$ cat config.mk
export PLATFORM = sky130hd
export DESIGN_NAME = sync_fifo_8bit
export DESIGN_NICKNAME = d
export VERILOG_FILES = /design/src/rtl/sync_fifo_8bit.sv
export SDC_FILE = /design/constraint.sdc
export NUM_CORES = 1
export LEC_CHECK = 0
export CAP_MARGIN = 40
export CORE_UTILIZATION = 45
export CTS_CLUSTER_DIAMETER = 80
export CTS_CLUSTER_SIZE = 20
export DETAILED_ROUTE_END_ITERATION = 8
export GPL_ROUTABILITY_DRIVEN = 0
export PLACE_DENSITY = 0.67
export SYNTH_ARGS = -nofsm -noshare
export SYNTH_HDL_FRONTEND = slang
export SYNTH_SLANG_ARGS = --single-unit
$ cat constraint.sdc
create_clock -name clk -period 2.25 [get_ports clk]
set_input_delay 0.45 -clock clk [delete_from_list [all_inputs] [get_ports clk]]
set_output_delay 0.45 -clock clk [all_outputs]
set_load 0.05 [all_outputs]
$ cat src/rtl/sync_fifo_8bit.sv
// Single-clock 8x8 FIFO with registered read data, occupancy count and full/empty flags.
// Define SYNC_FIFO_ERR_FLAGS_EN to add registered overflow/underflow pulse outputs.
module sync_fifo_8bit #(
    parameter int DATA_WIDTH = 8,
    parameter int DEPTH      = 8,
    parameter int CNT_WIDTH  = 4
) (
    output logic [DATA_WIDTH-1:0] d_out,
    output logic                  full,
    output logic                  empty,
    output logic [CNT_WIDTH-1:0]  count,
    input  logic [DATA_WIDTH-1:0] d_in,
    input  logic                  write,
    input  logic                  read,
    input  logic                  clk,
    input  logic                  rst
`ifdef SYNC_FIFO_ERR_FLAGS_EN
    ,
    output logic                  overflow,
    output logic                  underflow
`endif
);

    localparam int PTR_WIDTH = $clog2(DEPTH);

    logic [DATA_WIDTH-1:0] mem [DEPTH];
    logic [PTR_WIDTH-1:0]  wp;
    logic [PTR_WIDTH-1:0]  rp;
    logic                  wr_ok;
    logic                  rd_ok;

    // A simultaneous read frees a slot, so a write into a full FIFO still succeeds.
    assign wr_ok = write && (!full || read);
    assign rd_ok = read && !empty;

    assign full  = (count == CNT_WIDTH'(DEPTH));
    assign empty = (count == '0);

    // Storage is deliberately left uncleared by reset; the pointers define validity.
    always_ff @(posedge clk) begin
        if (!rst && wr_ok) begin
            mem[wp] <= d_in;
        end
    end

    always_ff @(posedge clk) begin
        if (rst) begin
            wp    <= '0;
            rp    <= '0;
            count <= '0;
            d_out <= '0;
        end else begin
            if (wr_ok) begin
                wp <= wp + PTR_WIDTH'(1);
            end
            if (rd_ok) begin
                rp    <= rp + PTR_WIDTH'(1);
                d_out <= mem[rp];
            end
            case ({wr_ok, rd_ok})
                2'b10:   count <= count + CNT_WIDTH'(1);
                2'b01:   count <= count - CNT_WIDTH'(1);
                default: count <= count;
            endcase
        end
    end

`ifdef SYNC_FIFO_ERR_FLAGS_EN
    always_ff @(posedge clk) begin
        if (rst) begin
            overflow  <= 1'b0;
            underflow <= 1'b0;
        end else begin
            overflow  <= write && !wr_ok;
            underflow <= read && !rd_ok;
        end
    end
`endif

endmodule

==> flow_results.xml <==
<?xml version="1.0" encoding="UTF-8"?>
<metrics>
  <group name="sta">
    <metric name="timing_worst_slew_pin_value" unit="ns">0.8784</metric>
    <metric name="rsz0062_at_grt" unit="">true</metric>
    <metric name="peak_clock_frequency_supported_by_timing" unit="GHz">0.4251</metric>
    <metric name="max_slew_margin" unit="%">41.22</metric>
    <metric name="hold_viol_final" unit="">0</metric>
    <metric name="fin_ws" unit="ns">-0.1022</metric>
    <metric name="final.hold.worst_slack" unit="ns">0.4904</metric>
    <metric name="final.period_utilization" unit="%">104.5</metric>
    <metric name="clock_skew" unit="ns">0.01208</metric>
    <metric name="maxSlewViolCount" unit="">0</metric>
    <metric name="report.final.setup_viol" unit="">2</metric>
    <metric name="period_minus_slack" unit="ns">2.352</metric>
  </group>
  <group name="worst_setup_path">
    <metric name="crit_path_end_kind" unit="">flip-flop</metric>
    <metric name="critPathMaxFanout" unit="">4</metric>
    <metric name="timing.rr.end" unit="">count[3]</metric>
    <metric name="slowest_delay" unit="ns">0.55</metric>
    <metric name="cp.required" unit="ns">2.51</metric>
    <metric name="crit_path_start_kind" unit="">flip-flop</metric>
    <metric name="crit_path_cell_trace" unit="">or4b_4 -&gt; o21ai_4 -&gt; ha_4 -&gt; ha_4 -&gt; nand3_2 -&gt; and3_4 -&gt; or4_4 -&gt; a21oi_2</metric>
    <metric name="rr_worst_depth" unit="">8</metric>
    <metric name="cp-startpoint" unit="">count[0]</metric>
    <metric name="timing_worst_setup_path_type" unit="">reg -&gt; reg</metric>
    <metric name="timing.critical_path.slowest_stage_cell" unit="">or4b_4</metric>
    <metric name="regToRegSetupSlack" unit="ns">-0.10</metric>
    <metric name="critPathCapture" unit="">count[3]</metric>
    <metric name="path_common_cell" unit="">ha_4</metric>
    <metric name="regToRegStartpoint" unit="">count[0]</metric>
    <metric name="critical_path_arrival" unit="ns">2.62</metric>
  </group>
  <group name="logic_synthesis">
    <metric name="yosys_warnings" unit="">0</metric>
    <metric name="commonest_register_cell_after_synthesis" unit="">edfxtp_1</metric>
    <metric name="synth-async-reset-ratio" unit="%">0</metric>
    <metric name="synthDistinctLibCells" unit="">29</metric>
    <metric name="synthMostInstantiatedCell" unit="">edfxtp_1</metric>
    <metric name="synth_enable_flop_cells" unit="">64</metric>
    <metric name="synth_fp_nets" unit="">209</metric>
    <metric name="postSynthCellCount" unit="">191</metric>
    <metric name="synth.cell_area" unit="um2">3212</metric>
    <metric name="post-synth-top-area-fraction" unit="%">59.84</metric>
    <metric name="yosys-top-cells-area" unit="">edfxtp_1 60%, dfxtp_1 11%, mux4_2 11%, nor2_1 2.8%, ha_1 1.9%</metric>
    <metric name="post-synth-top-area-cell" unit="">edfxtp_1</metric>
    <metric name="synth_seq_cells" unit="">82</metric>
    <metric name="syn_avg_cell_area" unit="um2">16.82</metric>
    <metric name="ys_top_cells_by_count" unit="">64 x edfxtp_1, 24 x nor2_1, 18 x dfxtp_1</metric>
    <metric name="ys_seq_area_share" unit="%">71.06</metric>
  </group>
  <group name="cells_and_area">
    <metric name="utilization" unit="%">58.24</metric>
    <metric name="layout-drive-gt1-share" unit="%">29.34</metric>
    <metric name="post-route-cell-area" unit="um2">3979</metric>
    <metric name="finish.cell_count_without_fillers" unit="">338</metric>
    <metric name="antenna_cells" unit="">0</metric>
    <metric name="areaGrowthSynthToFinish" unit="%">23.88</metric>
    <metric name="filler_cell_count" unit="">553</metric>
    <metric name="finalNetCount" unit="">255</metric>
  </group>
  <group name="placement">
    <metric name="io_buffer_count" unit="">25</metric>
    <metric name="dpl-instance-area" unit="um2">3736</metric>
    <metric name="dp_hpwl" unit="um">3793</metric>
    <metric name="post-place-cells" unit="">321</metric>
  </group>
  <group name="cts">
    <metric name="clock_sinks" unit="">82</metric>
    <metric name="cts_hold_buffers" unit="">0</metric>
    <metric name="worst_skew_pair.late_latency" unit="ns">0.34</metric>
    <metric name="htree_num_levels" unit="">3</metric>
    <metric name="cts_max_path_buffers" unit="">2</metric>
    <metric name="number_of_buffers_created_by_cts" unit="">9</metric>
    <metric name="tritoncts" unit="">done</metric>
    <metric name="clock_root_buffer" unit="">clkbuf_8</metric>
    <metric name="cts.clk_slew.worst_paths" unit="ns">0.08</metric>
  </group>
  <group name="floorplan">
    <metric name="floorplan.rows" unit="">30</metric>
    <metric name="initial_core_util" unit="%">47.01</metric>
    <metric name="design.core.area" unit="um2">6832</metric>
    <metric name="die_h" unit="um">86.49</metric>
    <metric name="die_width" unit="um">86.49</metric>
    <metric name="pin_count" unit="">26</metric>
    <metric name="die-area" unit="um2">7480</metric>
  </group>
  <group name="detailed_routing">
    <metric name="detailroute.via_count" unit="">1744</metric>
    <metric name="drt.antenna.violating_nets" unit="">0</metric>
    <metric name="drt-total-wl" unit="um">6028</metric>
    <metric name="drc_errors" unit="">0</metric>
    <metric name="drt_pass1_iterations" unit="">4</metric>
    <metric name="avgRoutedWirePerCell" unit="um">17.83</metric>
    <metric name="drt-vias-per-instance" unit="">5.160</metric>
    <metric name="dr.first_iter.drc_count" unit="">150</metric>
  </group>
  <group name="run">
    <metric name="timing.max_cap.violations" unit="">0</metric>
  </group>
  <group name="min_path">
    <metric name="holdPathStages" unit="">2</metric>
    <metric name="worstHoldPathType" unit="">reg -&gt; reg</metric>
  </group>
  <group name="run_status">
    <metric name="violations" unit="">setup timing</metric>
    <metric name="result_of_the_run" unit="">complete, but fails checks</metric>
  </group>
  <group name="power">
    <metric name="powerDensity" unit="nW/um2">1095</metric>
    <metric name="power.static_leakage" unit="uW">0.001309</metric>
    <metric name="vdd.ir_drop.worst" unit="uV">467.0</metric>
    <metric name="p_total" unit="uW">4355</metric>
  </group>
  <group name="global_route">
    <metric name="globalRouteTotalUtil" unit="%">18.38</metric>
    <metric name="first_global_vias" unit="">1910</metric>
    <metric name="grt_overflow_total" unit="">0</metric>
    <metric name="grt_first_pass_wirelength" unit="um">9701</metric>
    <metric name="grt_max_degree" unit="">20</metric>
    <metric name="antenna_found_initial" unit="">0</metric>
  </group>
</metrics>
## critical path: cells and delay by family (launching register included)
family / cells / cell delay, ns
AND/OR/NAND/NOR: 4 / 1.25
flip-flops: 1 / 0.36
adder cells (fa/ha/maj): 2 / 0.35
AO/OA/AOI/OAI: 2 / 0.32
## layer usage
layer | global-route usage (%) | vias to the layer above | part of all wire (%)
li1 | - | 837 | -
met1 | 22.91 | 878 | 43
met2 | 31.02 | 24 | 53
met3 | 4.190 | 5 | 3.1
met4 | 7.879 | 0 | 0.75
met5 | 0 | - | 0
## logic make-up after synthesis
logic type | after synthesis | share of synthesized area, %
flops | 82 | 71.06
simple gates | 48 | 7.090
compound gates | 18 | 3.935
mux | 18 | 11.84
buf+inv | 13 | 1.869
xor+xnor | 6 | 1.636
fa+ha+maj | 6 | 2.571
## power by group
group / switching (uW) / internal (uW) / total (uW)
Sequential: 72.8 / 1770 / 1840
Combinational: 863 / 612 / 1470
Clock: 521 / 520 / 1040
## final cells by class
class | count | area (um2) | share of cell area [%]
timing repair buffer | 44 | 400.4 | 10.06
clock buffer | 9 | 123.9 | 3.113
tap | 96 | 120.1 | 3.019
multi-input combinational | 96 | 950.9 | 23.90
inverter | 4 | 15.01 | 0.3774
sequential | 82 | 2295 | 57.67
clock inverter | 7 | 73.82 | 1.855
## worst min-delay path by stage
stage | end | slack (ns) | startpoint
after floorplan | rp[2] | 0.49 | rp[2]
after global placement | d_out[5] | 0.48 | d_out[5]
after detailed placement | d_out[6] | 0.48 | d_out[6]
after CTS | d_out[6] | 0.50 | d_out[6]
after global routing | d_out[1] | 0.53 | d_out[1]
final | d_out[7] | 0.49 | d_out[7]
## cell usage in the layout, fill, tap and decap left out, drive strengths merged, types with 7 or more instances in the layout
cell and count:
clkbuf 9, dfxtp 18, mux4 16, o22ai 8
inv 7, clkdlybuf4s50 23, nor3 11, edfxtp 64
buf 21, nor2 24
## through the flow
stage,setup WS [ns],setup TNS [ns]
3_5_place_dp,-0.2597,-3.253
5_1_grt,-0.1765,-0.3190
2_1_floorplan,-0.2094,-0.4867
3_3_place_gp,-0.2243,-1.771
4_1_cts,-0.05570,-0.05570
6_report,-0.1022,-0.1137
## what timing repair did
action / 4_1_cts / 5_1_grt
hold endpoints to repair: 0 / 0
pin swaps: 1 / 4
setup endpoints to repair: 1 / 3
resized for setup: 0 / 7
setup buffers: 0 / 1
## state kept, by name, indices dropped and copies added, names as in the netlist
register  flops
wp            3
d_out         8
rp            3
mem          64
count         4
Power figures use the tool's default switching activity.
